### src/rtl/riscv_defines.sv
`default_nettype none
// ----------------------------------------------------------------------------
// riscv_defines
// Shared core definitions: address width, PC redirect source encodings,
// canonical NOP word and a word-alignment helper.
// Revision: 1.0
// ----------------------------------------------------------------------------
package riscv_defines;

  localparam int RISCV_ADDR_WIDTH = 32;

  // Redirect source select driven by the controller
  localparam logic [1:0] PC_BRANCH_JUMP = 2'd0;
  localparam logic [1:0] PC_EPC         = 2'd1;
  localparam logic [1:0] PC_EXCEPTION   = 2'd2;

  // addi x0, x0, 0
  localparam logic [31:0] NOP_INSTR = 32'h0000_0013;

  // Instructions are word aligned; drop the two low address bits
  function automatic logic [RISCV_ADDR_WIDTH-1:0] align_word(
    input logic [RISCV_ADDR_WIDTH-1:0] addr
  );
    return {addr[RISCV_ADDR_WIDTH-1:2], 2'b00};
  endfunction

endpackage
`default_nettype wire

### src/rtl/pc_target_mux.sv
`default_nettype none
// ----------------------------------------------------------------------------
// pc_target_mux
// Combinational redirect-target select (branch/jump, mret EPC, exception
// vector) with forced word alignment.
// Revision: 1.0
// ----------------------------------------------------------------------------
module pc_target_mux
  import riscv_defines::*;
#(
  parameter logic [RISCV_ADDR_WIDTH-1:0] MTVEC_BASE = 32'h0000_0000
) (
  input  logic [1:0]                  pc_mux_sel_i,
  input  logic [RISCV_ADDR_WIDTH-1:0] branch_target_i,
  input  logic [RISCV_ADDR_WIDTH-1:0] epc_i,
  input  logic [RISCV_ADDR_WIDTH-1:0] exc_pc_i,
  output logic [RISCV_ADDR_WIDTH-1:0] target_o
);

  logic [RISCV_ADDR_WIDTH-1:0] w_target_raw;

  // Pick the redirect source; unused encodings fall back to the ALU target
  always_comb begin
    w_target_raw = branch_target_i;
    case (pc_mux_sel_i)
      PC_BRANCH_JUMP: w_target_raw = branch_target_i;
      PC_EPC:         w_target_raw = epc_i;
      PC_EXCEPTION:   w_target_raw = MTVEC_BASE + exc_pc_i;
      default:        w_target_raw = branch_target_i;
    endcase
  end

  assign target_o = align_word(w_target_raw);

endmodule
`default_nettype wire

### src/rtl/fetch_stage.sv
`default_nettype none
// ----------------------------------------------------------------------------
// fetch_stage
// Owns the PC, issues one instruction-memory request at a time over the
// req/gnt/rvalid bus and holds the fetched word for decode until the
// controller retires or redirects it.
// Revision: 1.0
// ----------------------------------------------------------------------------
module fetch_stage
  import riscv_defines::*;
#(
  parameter logic [RISCV_ADDR_WIDTH-1:0] BOOT_ADDR  = 32'h0000_0080,
  parameter logic [RISCV_ADDR_WIDTH-1:0] MTVEC_BASE = 32'h0000_0000
) (
  input  logic                        clk,
  input  logic                        rst_n,
  output logic                        instr_req_o,
  output logic [RISCV_ADDR_WIDTH-1:0] instr_addr_o,
  input  logic                        instr_gnt_i,
  input  logic                        instr_rvalid_i,
  input  logic [31:0]                 instr_rdata_i,
  output logic                        inst_valid_o,
  output logic [31:0]                 instr_o,
  output logic [RISCV_ADDR_WIDTH-1:0] pc_o,
  input  logic                        retire_i,
  input  logic                        target_valid_i,
  input  logic [1:0]                  pc_mux_sel_i,
  input  logic [RISCV_ADDR_WIDTH-1:0] branch_target_i,
  input  logic [RISCV_ADDR_WIDTH-1:0] epc_i,
  input  logic [RISCV_ADDR_WIDTH-1:0] exc_pc_i
);

  localparam logic [1:0] ST_REQ         = 2'd0;
  localparam logic [1:0] ST_WAIT_RVALID = 2'd1;
  localparam logic [1:0] ST_VALID       = 2'd2;

  logic [1:0]                  r_state;
  logic [1:0]                  w_state_next;
  logic [RISCV_ADDR_WIDTH-1:0] r_pc;
  logic [RISCV_ADDR_WIDTH-1:0] w_target;
  logic [31:0]                 r_instr;
  logic [RISCV_ADDR_WIDTH-1:0] r_pc_o;
  logic                        r_inst_valid;

  // Events that matter only in their owning state
  logic w_capture;
  logic w_redirect;
  logic w_advance;

  assign w_capture  = (r_state == ST_WAIT_RVALID) && instr_rvalid_i;
  assign w_redirect = (r_state == ST_VALID) && target_valid_i;
  assign w_advance  = (r_state == ST_VALID) && retire_i && !target_valid_i;

  pc_target_mux #(
    .MTVEC_BASE (MTVEC_BASE)
  ) u_pc_target_mux (
    .pc_mux_sel_i    (pc_mux_sel_i),
    .branch_target_i (branch_target_i),
    .epc_i           (epc_i),
    .exc_pc_i        (exc_pc_i),
    .target_o        (w_target)
  );

  // State register; reset aborts any in-flight transaction
  always_ff @(posedge clk or negedge rst_n) begin
    if (!rst_n) begin
      r_state <= ST_REQ;
    end else begin
      r_state <= w_state_next;
    end
  end

  // Next-state decode
  always_comb begin
    w_state_next = r_state;
    case (r_state)
      ST_REQ: begin
        if (instr_gnt_i) w_state_next = ST_WAIT_RVALID;
      end
      ST_WAIT_RVALID: begin
        if (instr_rvalid_i) w_state_next = ST_VALID;
      end
      ST_VALID: begin
        if (target_valid_i || retire_i) w_state_next = ST_REQ;
      end
      default: w_state_next = ST_REQ;
    endcase
  end

  // Bus outputs decoded from state and PC
  always_comb begin
    instr_req_o  = (r_state == ST_REQ);
    instr_addr_o = r_pc;
  end

  // PC update: redirect takes priority over sequential advance
  always_ff @(posedge clk or negedge rst_n) begin
    if (!rst_n) begin
      r_pc <= BOOT_ADDR;
    end else if (w_redirect) begin
      r_pc <= w_target;
    end else if (w_advance) begin
      r_pc <= r_pc + RISCV_ADDR_WIDTH'(4);
    end
  end

  // Held instruction for decode: captured on rvalid, dropped on completion
  always_ff @(posedge clk or negedge rst_n) begin
    if (!rst_n) begin
      r_instr      <= NOP_INSTR;
      r_pc_o       <= BOOT_ADDR;
      r_inst_valid <= 1'b0;
    end else if (w_capture) begin
      r_instr      <= instr_rdata_i;
      r_pc_o       <= r_pc;
      r_inst_valid <= 1'b1;
    end else if (w_redirect || w_advance) begin
      r_inst_valid <= 1'b0;
    end
  end

  assign inst_valid_o = r_inst_valid;
  assign instr_o      = r_instr;
  assign pc_o         = r_pc_o;

endmodule
`default_nettype wire

### config.mk
export PLATFORM = sky130hd
export DESIGN_NAME = fetch_stage
export DESIGN_NICKNAME = d
export VERILOG_FILES = /design/src/rtl/riscv_defines.sv /design/src/rtl/pc_target_mux.sv /design/src/rtl/fetch_stage.sv
export SDC_FILE = /design/constraint.sdc
export NUM_CORES = 1
export LEC_CHECK = 0
export CORE_AREA = 2 2 126 128
export CTS_CLUSTER_SIZE = 14
export DETAILED_ROUTE_END_ITERATION = 12
export DIE_AREA = 0 0 128 130
export PLACE_DENSITY_LB_ADDON = 0.2
export SYNTH_ARGS = -nofsm -noshare
export SYNTH_HDL_FRONTEND = slang
export SYNTH_SLANG_ARGS = --single-unit
export TNS_END_PERCENT = 5
### constraint.sdc
create_clock -name clk -period 2.4 [get_ports clk]
set_input_delay 0.48 -clock clk [delete_from_list [all_inputs] [get_ports clk]]
set_output_delay 0.48 -clock clk [all_outputs]
set_load 0.03 [all_outputs]
### After elaboration in Yosys (flattened, before gate mapping)

Index checks and enable logic that the tools add are counted.

* word-level logic and storage cells: 33
* output and inout port bits: 98
* input bits: 136
* bits in registers: 99

* equality and inequality tests: 7
* add/sub/neg operators: 1
* reduce and logical (&&, ||, !) cells: 11
* muxes and demuxes: 9

Operators with widths (count)
* 2-to-1 mux 32 bit: 2
* case mux 32 bit (2 select lines): 1
* adder 32 x 3 -> 32 bit, second input constant: 1
* 2-to-1 mux 2 bit: 3
* case mux 2 bit (3 select lines): 1
* equality test 2 x 1 -> 1 bit, second input constant: 2
* equality test 2 bit, second input constant: 2
* logical AND 1 bit: 4
* != test 2 x 1 -> 1 bit, second input constant: 2
* nonzero test 2 bit: 2
* AND reduction 3 bit: 1
* zero test 2 bit: 1
* logical OR 1 bit: 2
* 2-to-1 mux 1 bit: 2
* != test 2 bit, second input constant: 1
* zero test 1 bit: 1

### Logic depth before layout (Yosys ltp)

Gate-level depths: netlist of the first run.

* depth in word-level cells: 6
* mapped depth: 9
* mapped depth without buffers: 7

### Cells and area by module

A second synthesis of the first run with hierarchy kept.

* cell total of the unflattened synthesis: 515
* area, all modules: 5233.8 um^2

Modules (own cells, without submodules)
* fetch_stage: seq. area each 2483.6 um^2, instances 1, cells each 405, area an instance 4603.2 um^2
* pc_target_mux: seq. area each 0.0 um^2, instances 1, cells each 110, area an instance 630.6 um^2

### Worst setup path after synthesis of the first run

No wires, ideal clock.

* path type: register -> register
* start point: register r_pc[2], in the netlist instr_addr_o[2]
* end point: register r_pc[26], in the netlist instr_addr_o[26]
* buffers on the path: 0
* stages on the path, launching flop included: 7
* arrival: 1.763 ns
* data required time: 2.264 ns
* path slack: 0.501 ns
* setup time: 0.136 ns
* cells stage by stage: dfrtp_1 -> ha_1 -> nand4_2 -> nor4_2 -> nand2_1 -> mux2i_1 -> a21oi_1

* word-level cells in the longest chain between the ends: 3

Ends and longest elaborated chain
* start, declared: RTL line fetch_stage.sv:39 `logic [RISCV_ADDR_WIDTH-1:0] r_pc;`
* start signal, assigned: RTL line fetch_stage.sv:101 `r_pc <= w_target;`
* start signal, assigned: RTL line fetch_stage.sv:103 `r_pc <= r_pc + RISCV_ADDR_WIDTH'(4);`
* adder 32 x 3 -> 32 bit: RTL line fetch_stage.sv:103
* 2-to-1 mux 32 bit: RTL line fetch_stage.sv:102 `end else if (w_advance) begin`
* 2-to-1 mux 32 bit: RTL line fetch_stage.sv:100 `end else if (w_redirect) begin`

Every way passes these cells. The select of a mux whose other input is x is not followed.
A chain may end at the register's enable or synchronous reset.

### Worst setup path after layout of the first run

* start point: register r_pc[7], in the netlist instr_addr_o[7]
* end point: output instr_addr_o[7]

RTL lines
* end, declared: RTL line fetch_stage.sv:18 `output logic [RISCV_ADDR_WIDTH-1:0] instr_addr_o,`

No word-level cell between the ends.

==> impl_metrics.prom, run 1 <==
# TYPE chip_impl_metric gauge
chip_impl_metric{name="power_leakage",unit="µW"} 0.00318
chip_impl_metric{name="async_flop_share",unit="%"} 100
chip_impl_metric{name="routedLengthMet1",unit="µm"} 6740
chip_impl_info{name="crit_path_start_kind",value="flip-flop"} 1
chip_impl_metric{name="syn_avg_cell_area",unit="µm²"} 10.3
chip_impl_metric{name="grt_antenna_before_repair",unit=""} 0
chip_impl_metric{name="cts-hold-fix-buffers",unit=""} 0
chip_impl_metric{name="clk_path_buf_depth",unit=""} 2
chip_impl_metric{name="internal_power",unit="µW"} 5010
chip_impl_metric{name="start_util",unit="%"} 32.1
chip_impl_metric{name="placed_cells",unit=""} 893
chip_impl_metric{name="die-area",unit="µm²"} 16600
chip_impl_metric{name="placedInstanceArea",unit="µm²"} 7550
chip_impl_metric{name="die-width",unit="µm"} 128
chip_impl_metric{name="yosysSeqAreaShare",unit="%"} 48.1
chip_impl_metric{name="drc_errors",unit=""} 0
chip_impl_metric{name="final_antenna_net_count",unit=""} 0
chip_impl_metric{name="ctsHtreeMaxLevel",unit=""} 3
chip_impl_info{name="leading_cell_types_in_the_layout_fill_and_taps_excluded",value="222 x sky130_fd_sc_hd__clkdlybuf4s50_1, 90 x sky130_fd_sc_hd__dfrtp_1, 60 x sky130_fd_sc_hd__mux2_2"} 1
chip_impl_metric{name="critical_path_peak_fanout",unit=""} 6
chip_impl_metric{name="post_detailed_route_via_to_cell_ratio",unit=""} 5.16
chip_impl_metric{name="dpl.hpwl",unit="µm"} 12200
chip_impl_metric{name="worst_vdd_ir",unit="µV"} 494
chip_impl_metric{name="arrival",unit="ns"} 1.63
chip_impl_metric{name="syn_area",unit="µm²"} 4960
chip_impl_metric{name="synthesized_netlist_cell_count",unit=""} 482
chip_impl_metric{name="place.gp.congestion",unit=""} 0.890
chip_impl_metric{name="routed-via-count",unit=""} 4694
chip_impl_metric{name="critical-path-max-stage-delay",unit="ns"} 0.70
chip_impl_metric{name="firstDrtPassIters",unit=""} 4
chip_impl_metric{name="seq_power_share",unit="%"} 32.7
chip_impl_metric{name="cts_buffers",unit=""} 9
chip_impl_info{name="worst_path_dominant_cell_family",value="buffers and inverters"} 1
chip_impl_metric{name="dr_wl_met3",unit="µm"} 1140
chip_impl_metric{name="timing.critical_path.buf_inv",unit=""} 1
chip_impl_metric{name="cap_viol_max_count",unit=""} 0
chip_impl_metric{name="yosysWarningCount",unit=""} 0
chip_impl_metric{name="pwr_density_cell",unit="nW/µm²"} 1050
chip_impl_metric{name="floorplan.core_area",unit="µm²"} 15400
chip_impl_info{name="clock-root-buffer",value="sky130_fd_sc_hd__clkbuf_16"} 1
chip_impl_info{name="status",value="finished, final reports clean"} 1
chip_impl_metric{name="pwr-share-comb",unit="%"} 48.2
chip_impl_metric{name="via_count_of_the_first_global_routing_pass",unit=""} 4703
chip_impl_info{name="tritoncts",value="done"} 1
chip_impl_metric{name="fin_nets",unit=""} 851
chip_impl_metric{name="grt_pass1_wl",unit="µm"} 24300
chip_impl_metric{name="hold_viol_final",unit=""} 0
chip_impl_metric{name="die_height",unit="µm"} 130
chip_impl_metric{name="clock_skew",unit="ns"} 0.00928
chip_impl_metric{name="grt_overflow",unit=""} 0
chip_impl_info{name="critPathSlowestCell",value="sky130_fd_sc_hd__clkdlybuf4s50_1"} 1
chip_impl_info{name="worst_setup_path_end_kind",value="primary output"} 1
chip_impl_metric{name="final-max-slew-violation-count",unit=""} 0
chip_impl_info{name="grt_setup_unrepaired",value="false"} 1
chip_impl_metric{name="clock.fmax",unit="MHz"} 473
chip_impl_info{name="hold_class",value="in2async"} 1
chip_impl_metric{name="globalRouteTotalUtil",unit="%"} 18.7
chip_impl_metric{name="sw_frac_of_total",unit="%"} 39.6
chip_impl_metric{name="met2_wirelength",unit="µm"} 7270
chip_impl_metric{name="setup_violations",unit=""} 0
chip_impl_metric{name="layout-area-overhead-vs-synth",unit="%"} 59.2
chip_impl_metric{name="synth_enable_flop_cells",unit=""} 0
chip_impl_metric{name="clock_tree_sinks",unit=""} 95
chip_impl_metric{name="final_cell_area",unit="µm²"} 7890
chip_impl_metric{name="floorplan.io_pins",unit=""} 234
chip_impl_metric{name="row_count",unit=""} 46
chip_impl_metric{name="endpoint_required_time_on_the_critical_path",unit="ns"} 1.92
chip_impl_metric{name="ys_seq_elements",unit=""} 95
chip_impl_metric{name="clkSlewWorstSetupHoldPaths",unit="ns"} 0.07
chip_impl_metric{name="worst_pin_slew",unit="ns"} 0.532
chip_impl_metric{name="total_switching_power",unit="µW"} 3280
chip_impl_metric{name="drt_iter0_drc",unit=""} 181
chip_impl_info{name="timing.setup.critical_path_class",value="reg2out"} 1
chip_impl_metric{name="cts-resized-gates",unit=""} 0
chip_impl_metric{name="share_of_final_layout_standard_cells_stronger_than_drive_strength_1",unit="%"} 17.9
chip_impl_metric{name="area_share_of_the_leading_cell_type_in_the_synthesized_netlist",unit="%"} 45.4
chip_impl_metric{name="grt_max_degree",unit=""} 41
chip_impl_info{name="cell_accounting_for_the_most_synthesized_area",value="sky130_fd_sc_hd__dfrtp_1"} 1
chip_impl_metric{name="wirelength",unit="µm"} 15400
chip_impl_info{name="most_frequent_standard_cell_in_the_layout_excluding_fill_and_tap_cells",value="sky130_fd_sc_hd__clkdlybuf4s50_1"} 1
chip_impl_metric{name="clock_insertion_delay_worst_skew",unit="ns"} 0.34
chip_impl_metric{name="port-buffer-count",unit=""} 223
chip_impl_metric{name="layout_worst_path_cycle_share",unit="%"} 88.0
chip_impl_metric{name="max_slew_margin",unit="%"} 64.4
chip_impl_metric{name="routed_length_per_placed_instance",unit="µm"} 16.9
chip_impl_metric{name="synthDistinctLibCells",unit=""} 47
chip_impl_metric{name="final_cells",unit=""} 909
chip_impl_metric{name="fraction_of_power_consumed_by_the_clock_network",unit="%"} 19.1
chip_impl_info{name="cell_by_cell_trace_of_the_critical_path",value="clkdlybuf4s50_1"} 1
chip_impl_metric{name="postCtsSetupRepairBufs",unit=""} 0
chip_impl_info{name="netlist_top_cells_area",value="sky130_fd_sc_hd__dfrtp_1 45%, sky130_fd_sc_hd__mux2_2 14%, sky130_fd_sc_hd__a22oi_1 4.8%"} 1
chip_impl_metric{name="totalNegativeSetupSlack",unit="ns"} 0
chip_impl_metric{name="antenna_cells_inserted",unit=""} 0
chip_impl_info{name="route.top_layer_used",value="met4"} 1
chip_impl_info{name="synth-main-ff-cell",value="sky130_fd_sc_hd__dfrtp_1"} 1
chip_impl_metric{name="min_period",unit="ns"} 2.11
logic make-up after synthesis:
logic type | Yosys count | share of synthesized area [%]
AOI/OAI and AO/OA | 149 | 19.5
adders and majority gates | 3 | 0.757
buffers and inverters | 49 | 4.32
DFF | 95 | 48.1
muxes | 66 | 14.8
other | 1 | 0.0757
and+or+nand+nor | 119 | 12.4
final cells by class:
| class | instances | area (µm²) |
|---|---|---|
| clock buffers | 10 | 239 |
| clock inverters | 6 | 93.8 |
| fillers | 1431 | 7540 |
| inverters | 9 | 33.8 |
| multi-input cells | 341 | 2370 |
| flip-flops and latches | 95 | 2380 |
| well taps | 192 | 240 |
| repair buffers | 256 | 2530 |
cells in the mapped netlist (6+ instances only):
cell type	n
sky130_fd_sc_hd__o21ai_0	31
sky130_fd_sc_hd__clkbuf_1	25
sky130_fd_sc_hd__inv_1	9
sky130_fd_sc_hd__nor2_1	27
sky130_fd_sc_hd__o22a_1	7
sky130_fd_sc_hd__nor3_1	8
sky130_fd_sc_hd__mux2_2	60
sky130_fd_sc_hd__and3_1	7
sky130_fd_sc_hd__nand3_1	13
sky130_fd_sc_hd__mux2i_1	6
sky130_fd_sc_hd__o22ai_1	11
sky130_fd_sc_hd__a21oi_1	34
sky130_fd_sc_hd__dfrtp_1	90
sky130_fd_sc_hd__a22oi_1	32
sky130_fd_sc_hd__nand2_1	41
sky130_fd_sc_hd__buf_2	9
sky130_fd_sc_hd__nand4_1	7
power groups by stage:
stage	logic (µW)	registers [µW]	clock network, µW
after global routing	4230	2820	1690
after global placement	3970	2720	0
after floorplan	1000	3880	0
after detailed placement	4030	2750	0
final	4000	2710	1580
after CTS	4040	2720	1630
layer usage:
| layer | up-vias | track usage (%) |
|---|---|---|
| met1 | 2204 | 23.5 |
| met2 | 209 | 31.8 |
| met5 | - | 0 |
| met3 | 20 | 4.26 |
| met4 | 0 | 6.46 |
| li1 | 2261 | - |
worst paths after layout:
check	endpoint	depth (start not counted)	start	slack (ns)
min	pc_o[12]	1	rst_n	0.05
max in group asynchronous	instr_o[0]	2	rst_n	1.72
min reg2reg	pc_o[17]	2	pc_o[17]	0.49
min in group clk	pc_o[17]	2	pc_o[17]	0.49
max	instr_addr_o[7]	1	instr_addr_o[7]	0.29
max reg2reg	instr_addr_o[28]	6	instr_addr_o[2]	0.49
sequential cells by signal, indices dropped and copies added (netlist names):
| name | flops |
|---|---|
| r_state | 2 |
| inst_valid_o | 1 |
| instr_addr_o | 30 |
| instr_o | 32 |
| pc_o | 30 |
through the flow:
stage               total power [µW]  utilization (%)  setup slack [ns]  hold slack [ns]
finish                          8290             51.1             0.288           0.0501
global route                    8740             51.1             0.234           0.0600
CTS                             8390             51.1             0.276           0.0528
detailed placement              6790             49.0           0.00434            0.425
global placement                6690             49.0            0.0212            0.413
floorplan                       4880                -             0.501            0.184
Power figures use the tool's default switching activity.
==> run 2, diff against run 1 <==
==> constraint.sdc (replaced) <==
create_clock -name clk -period 2.4 [get_ports clk]
set_input_delay 0.36 -clock clk [delete_from_list [all_inputs] [get_ports clk]]
set_output_delay 0.36 -clock clk [all_outputs]
set_load 0.03 [all_outputs]
==> run 2 against run 1 <==
- clock power up 6%
- first-iteration DRC count up 18%
- wire length down 1.2%
- sequential cell count unchanged
- clock skew down 0.00095 ns
- critical path type unchanged
- final area down 0.51%
- critical path depth unchanged
- total power up 1.2%
==> impl_metrics.prom, run 2 (synthesized netlist as in run 1, its figures left out) <==
# TYPE chip_impl_metric gauge
chip_impl_metric{name="wirelength",unit="µm"} 15200
chip_impl_metric{name="die-width",unit="µm"} 128
chip_impl_info{name="tritoncts",value="done"} 1
chip_impl_metric{name="floorplan.core_area",unit="µm²"} 15400
chip_impl_metric{name="postCtsSetupRepairBufs",unit=""} 0
chip_impl_metric{name="row_count",unit=""} 46
chip_impl_metric{name="multi_input_comb_area",unit="µm²"} 2370
chip_impl_metric{name="power_leakage",unit="µW"} 0.00316
chip_impl_metric{name="floorplan.io_pins",unit=""} 234
chip_impl_info{name="grt_setup_unrepaired",value="false"} 1
chip_impl_metric{name="via_count_of_the_first_global_routing_pass",unit=""} 4673
chip_impl_info{name="timing.setup.critical_path_class",value="reg2out"} 1
chip_impl_metric{name="cts-resized-gates",unit=""} 0
chip_impl_info{name="status",value="finished, final reports clean"} 1
chip_impl_metric{name="hold_viol_final",unit=""} 0
chip_impl_info{name="hold_class",value="in2async"} 1
chip_impl_metric{name="cap_viol_max_count",unit=""} 0
chip_impl_metric{name="drc_errors",unit=""} 0
chip_impl_metric{name="worst_vdd_ir",unit="µV"} 415
chip_impl_metric{name="arrival",unit="ns"} 1.63
chip_impl_metric{name="grt_max_degree",unit=""} 61
chip_impl_info{name="critical_r2r_launch",value="instr_addr_o[7]"} 1
chip_impl_metric{name="post_detailed_route_via_to_cell_ratio",unit=""} 5.20
chip_impl_metric{name="fin_nets",unit=""} 846
chip_impl_metric{name="grt_overflow",unit=""} 0
chip_impl_metric{name="die_height",unit="µm"} 130
chip_impl_metric{name="globalRouteTotalUtil",unit="%"} 18.1
chip_impl_metric{name="antenna_cells_inserted",unit=""} 0
chip_impl_metric{name="setup_violations",unit=""} 0
chip_impl_metric{name="setup.reg_to_reg.worst_slack",unit="ns"} 0.50
chip_impl_metric{name="share_of_final_layout_standard_cells_stronger_than_drive_strength_1",unit="%"} 17.3
chip_impl_metric{name="start_util",unit="%"} 32.1
chip_impl_metric{name="final-max-slew-violation-count",unit=""} 0
chip_impl_metric{name="pwr_density_cell",unit="nW/µm²"} 1070
chip_impl_metric{name="routed-via-count",unit=""} 4697
chip_impl_metric{name="layout-area-overhead-vs-synth",unit="%"} 58.3
chip_impl_metric{name="cts_buffers",unit=""} 9
chip_impl_info{name="worst_path_dominant_cell_family",value="buffers and inverters"} 1
chip_impl_metric{name="worstSetupPathDepth",unit=""} 1
chip_impl_metric{name="endpoint_required_time_on_the_critical_path",unit="ns"} 2.04
chip_impl_metric{name="ctsHtreeMaxLevel",unit=""} 3
chip_impl_info{name="rr_endpoint",value="instr_addr_o[19]"} 1
chip_impl_metric{name="die-area",unit="µm²"} 16600
chip_impl_metric{name="place.gp.congestion",unit=""} 0.888
chip_impl_metric{name="max_slew_margin",unit="%"} 59.4
chip_impl_metric{name="worst_pin_slew",unit="ns"} 0.610
chip_impl_metric{name="critical_path_peak_fanout",unit=""} 6
chip_impl_metric{name="clock.fmax",unit="MHz"} 503
chip_impl_metric{name="placed_cells",unit=""} 888
chip_impl_info{name="clock-root-buffer",value="sky130_fd_sc_hd__clkbuf_16"} 1
chip_impl_info{name="worst_setup_path_end_kind",value="primary output"} 1
chip_impl_metric{name="final_antenna_net_count",unit=""} 0
chip_impl_metric{name="cts-hold-fix-buffers",unit=""} 0
chip_impl_metric{name="clk_path_buf_depth",unit=""} 2
chip_impl_metric{name="firstDrtPassIters",unit=""} 4
chip_impl_info{name="critPathSlowestCell",value="sky130_fd_sc_hd__clkdlybuf4s50_1"} 1
chip_impl_info{name="crit_path_start_kind",value="flip-flop"} 1
chip_impl_info{name="cell_by_cell_trace_of_the_critical_path",value="clkdlybuf4s50_1"} 1
chip_impl_metric{name="grt_antenna_before_repair",unit=""} 0
chip_impl_info{name="most_frequent_standard_cell_in_the_layout_excluding_fill_and_tap_cells",value="sky130_fd_sc_hd__clkdlybuf4s50_1"} 1
chip_impl_metric{name="num-fill-cells",unit=""} 1419
chip_impl_metric{name="layout_worst_path_cycle_share",unit="%"} 82.9
chip_impl_metric{name="drt_iter0_drc",unit=""} 213
chip_impl_metric{name="totalNegativeSetupSlack",unit="ns"} 0
chip_impl_metric{name="grt_pass1_wl",unit="µm"} 23900
chip_impl_metric{name="port-buffer-count",unit=""} 223
chip_impl_metric{name="clkSlewWorstSetupHoldPaths",unit="ns"} 0.07
chip_impl_metric{name="timing.critical_path.buf_inv",unit=""} 1
chip_impl_metric{name="clock_tree_sinks",unit=""} 95
chip_impl_metric{name="routed_length_per_placed_instance",unit="µm"} 16.8
chip_impl_metric{name="seqCellArea",unit="µm²"} 2380
chip_impl_info{name="crit_end",value="instr_addr_o[7]"} 1
chip_impl_metric{name="dpl.hpwl",unit="µm"} 12000
chip_impl_metric{name="worstRegToRegCells",unit=""} 6
chip_impl_metric{name="min_period",unit="ns"} 1.99
chip_impl_metric{name="clock_insertion_delay_worst_skew",unit="ns"} 0.34
chip_impl_info{name="critPathLaunch",value="instr_addr_o[7]"} 1
chip_impl_metric{name="critical-path-max-stage-delay",unit="ns"} 0.70
chip_impl_info{name="leading_cell_types_in_the_layout_fill_and_taps_excluded",value="222 x sky130_fd_sc_hd__clkdlybuf4s50_1, 90 x sky130_fd_sc_hd__dfrtp_1, 60 x sky130_fd_sc_hd__mux2_2"} 1
chip_impl_metric{name="largest_register_ffs",unit=""} 32
chip_impl_metric{name="final_cells",unit=""} 904
chip_impl_metric{name="clock_skew",unit="ns"} 0.00833
## run 2: worst min-delay path by stage
stage,start,to,slack [ns],cells after the start
final,rst_n,pc_o[10],0.01,1
after global placement,rst_n,pc_o[10],0.39,1
after global routing,rst_n,pc_o[11],0.05,1
after CTS,rst_n,pc_o[11],0.03,1
after detailed placement,rst_n,pc_o[11],0.40,1
after floorplan,rst_n,inst_valid_o,0.06,0
## run 2: layout make-up
type	instances	area share [%]
flip-flops and latches	95	30.4
repair buffers	251	31.4
clock inverters	6	1.48
multi-input cells	341	30.2
well taps	192	3.06
clock buffers	10	3.05
inverters	9	0.430
## run 2: power by group
part | switching, µW | leakage (µW) | internal [µW]
sequential | 467 | 0.00113 | 2220
combinational | 2180 | 0.00186 | 1850
clock | 629 | 0.000173 | 1050
total | 3270 | 0.00316 | 5130
## run 2: routing by layer
| metal | GRT usage (%) | routed length, µm |
|---|---|---|
| met1 | 23.3 | 6680 |
| met3 | 3.98 | 1170 |
| met4 | 5.30 | 173 |
| met5 | 0 | 0 |
| met2 | 30.7 | 7170 |
## run 2: per-stage QoR
step                      utilization [%]  total power (µW)  area, µm²  hold slack [ns]  setup slack [ns]
after floorplan                         -              4880       4970           0.0644             0.501
after global placement               48.6              6700       7490            0.392             0.123
after detailed placement             48.6              6790       7490            0.403            0.0965
after CTS                            50.9              8490       7850           0.0317             0.400
after global routing                 50.9              8870       7850           0.0459             0.298
final                                50.9              8400       7850           0.0107             0.410
==> run 3, diff against run 2 <==
==> constraint.sdc (replaced) <==
create_clock -name clk -period 2.05 [get_ports clk]
set_input_delay 0.3075 -clock clk [delete_from_list [all_inputs] [get_ports clk]]
set_output_delay 0.3075 -clock clk [all_outputs]
set_load 0.03 [all_outputs]
==> run 3 against run 2 <==
- clock skew fell by 0.00054 ns
- critical path depth did not move
- critical endpoint unchanged
- global-route usage rose by 0.38 points
==> impl_metrics.prom, run 3 (synthesized netlist as in run 1, its figures left out) <==
# TYPE chip_impl_metric gauge
chip_impl_metric{name="via_count_of_the_first_global_routing_pass",unit=""} 4670
chip_impl_metric{name="min_period",unit="ns"} 1.93
chip_impl_metric{name="die_height",unit="µm"} 130
chip_impl_metric{name="floorplan.core_area",unit="µm²"} 15400
chip_impl_metric{name="layout_worst_path_cycle_share",unit="%"} 93.9
chip_impl_metric{name="cts_buffers",unit=""} 9
chip_impl_info{name="tritoncts",value="done"} 1
chip_impl_metric{name="power_leakage",unit="µW"} 0.00328
chip_impl_metric{name="postCtsSetupRepairBufs",unit=""} 0
chip_impl_info{name="crit_path_start_kind",value="flip-flop"} 1
chip_impl_metric{name="fin_total_pwr",unit="µW"} 9820
chip_impl_info{name="timing.setup.critical_path_class",value="reg2out"} 1
chip_impl_metric{name="pwr_density_cell",unit="nW/µm²"} 1220
chip_impl_metric{name="drc_errors",unit=""} 0
chip_impl_metric{name="antenna_cells_inserted",unit=""} 0
chip_impl_metric{name="cts-resized-gates",unit=""} 0
chip_impl_metric{name="share_of_final_layout_standard_cells_stronger_than_drive_strength_1",unit="%"} 19.7
chip_impl_metric{name="routed_length_per_placed_instance",unit="µm"} 16.7
chip_impl_metric{name="layout-area-overhead-vs-synth",unit="%"} 62.3
chip_impl_metric{name="grt_max_degree",unit=""} 60
chip_impl_metric{name="setup_violations",unit=""} 0
chip_impl_metric{name="timing.critical_path.buf_inv",unit=""} 1
chip_impl_metric{name="start_util",unit="%"} 32.1
chip_impl_metric{name="clock_skew",unit="ns"} 0.00779
chip_impl_metric{name="globalRouteTotalUtil",unit="%"} 18.5
chip_impl_metric{name="drt_iter0_drc",unit=""} 194
chip_impl_metric{name="row_count",unit=""} 46
chip_impl_metric{name="clock_insertion_delay_worst_skew",unit="ns"} 0.34
chip_impl_info{name="worst_path_dominant_cell_family",value="buffers and inverters"} 1
chip_impl_info{name="status",value="finished, final reports clean"} 1
chip_impl_metric{name="floorplan.io_pins",unit=""} 234
chip_impl_metric{name="grt_overflow",unit=""} 0
chip_impl_metric{name="fin_nets",unit=""} 871
chip_impl_metric{name="largest_register_ffs",unit=""} 32
chip_impl_metric{name="placedInstanceArea",unit="µm²"} 7710
chip_impl_metric{name="clkSlewWorstSetupHoldPaths",unit="ns"} 0.07
chip_impl_metric{name="final_cell_area",unit="µm²"} 8050
chip_impl_metric{name="critical-path-max-stage-delay",unit="ns"} 0.69
chip_impl_metric{name="routed-via-count",unit=""} 4768
chip_impl_metric{name="endpoint_required_time_on_the_critical_path",unit="ns"} 1.74
chip_impl_info{name="critPathSlowestCell",value="sky130_fd_sc_hd__clkdlybuf4s50_1"} 1
chip_impl_metric{name="clock_tree_sinks",unit=""} 95
chip_impl_metric{name="clock.fmax",unit="MHz"} 519
chip_impl_metric{name="clk_path_buf_depth",unit=""} 2
chip_impl_metric{name="grt_antenna_before_repair",unit=""} 0
chip_impl_info{name="cell_by_cell_trace_of_the_critical_path",value="clkdlybuf4s50_1"} 1
chip_impl_metric{name="die-area",unit="µm²"} 16600
chip_impl_metric{name="num-fill-cells",unit=""} 1399
chip_impl_info{name="hold_class",value="in2async"} 1
chip_impl_info{name="most_frequent_standard_cell_in_the_layout_excluding_fill_and_tap_cells",value="sky130_fd_sc_hd__clkdlybuf4s50_1"} 1
chip_impl_metric{name="critical_path_peak_fanout",unit=""} 6
chip_impl_metric{name="firstDrtPassIters",unit=""} 4
chip_impl_info{name="leading_cell_types_in_the_layout_fill_and_taps_excluded",value="222 x sky130_fd_sc_hd__clkdlybuf4s50_1, 90 x sky130_fd_sc_hd__dfrtp_1, 60 x sky130_fd_sc_hd__mux2_2"} 1
chip_impl_info{name="clock-root-buffer",value="sky130_fd_sc_hd__clkbuf_16"} 1
chip_impl_info{name="worst_setup_path_end_kind",value="primary output"} 1
chip_impl_metric{name="totalNegativeSetupSlack",unit="ns"} 0
chip_impl_metric{name="wirelength",unit="µm"} 15600
chip_impl_metric{name="post_detailed_route_via_to_cell_ratio",unit=""} 5.13
chip_impl_metric{name="grt_pass1_wl",unit="µm"} 24100
chip_impl_metric{name="ctsHtreeMaxLevel",unit=""} 3
chip_impl_info{name="grt_setup_unrepaired",value="false"} 1
chip_impl_metric{name="worst_vdd_ir",unit="µV"} 476
chip_impl_metric{name="dpl.hpwl",unit="µm"} 12200
chip_impl_metric{name="place.gp.congestion",unit=""} 0.854
chip_impl_metric{name="hold_viol_final",unit=""} 0
chip_impl_metric{name="die-width",unit="µm"} 128
chip_impl_metric{name="final-max-slew-violation-count",unit=""} 0
chip_impl_metric{name="port-buffer-count",unit=""} 223
chip_impl_metric{name="cap_viol_max_count",unit=""} 0
chip_impl_metric{name="final_antenna_net_count",unit=""} 0
chip_impl_metric{name="arrival",unit="ns"} 1.62
## run 3: cell types whose count changed in the layout (fill, tap and decap cells not counted), moves of 2 or more
cell | previous run | this run
sky130_fd_sc_hd__clkinv_4 | 2 | 0
sky130_fd_sc_hd__buf_12 | 2 | 5
sky130_fd_sc_hd__buf_4 | 27 | 48
sky130_fd_sc_hd__clkbuf_1 | 0 | 2
## run 3: stage by stage
step | util [%] | hold WS, ns | worst slack (ns) | cells
floorplan | - | 0.0119 | 0.151 | 485
global placement | 50.0 | 0.139 | -0.164 | 912
detailed placement | 50.0 | 0.141 | -0.196 | 912
CTS | 52.2 | 0.321 | 0.106 | 929
global route | 52.2 | 0.355 | 0.0227 | 929
finish | 52.2 | 0.346 | 0.125 | 929
## run 3: cell type report
type	count	area [µm²]	area share (%)
clock inverters	3	65.1	0.809
inverters	9	33.8	0.420
well taps	192	240	2.99
flip-flops and latches	95	2380	29.6
multi-input cells	341	2370	29.5
clock buffers	13	260	3.23
repair buffers	276	2690	33.5
## run 3: path summary, 6_finish.rpt
check / start / end / slack, ns / cells past startpoint
worst max-delay path: instr_addr_o[7] / instr_addr_o[7] / 0.12 / 1
min in group clk: inst_valid_o / inst_valid_o / 0.48 / 2
worst max register to register: instr_addr_o[7] / instr_addr_o[14] / 0.17 / 6
worst min register to register: inst_valid_o / inst_valid_o / 0.48 / 2
worst min-delay path: rst_n / instr_addr_o[13] / 0.35 / 2
max in group asynchronous: rst_n / instr_o[21] / 1.10 / 3
## run 3: report_power, final
part / internal, µW / switching (µW)
Combinational: 2250 / 2610
Sequential: 2610 / 511
Clock: 1140 / 705
Total: 5990 / 3830
## run 3: repair_timing
action | 4_1_cts | 5_1_grt
setup endpoints to repair | 0 | 0
hold buffers | 1 | 0
endpoints found under the hold margin | 7 | 0
## run 3: layer usage
| metal | up-vias | wire (µm) | track usage, % |
|---|---|---|---|
| li1 | 2293 | - | - |
| met1 | 2250 | 6960 | 23.9 |
| met2 | 211 | 7320 | 31.1 |
| met4 | 0 | 201 | 6.01 |
| met3 | 14 | 1080 | 3.73 |
| met5 | - | 0 | 0 |
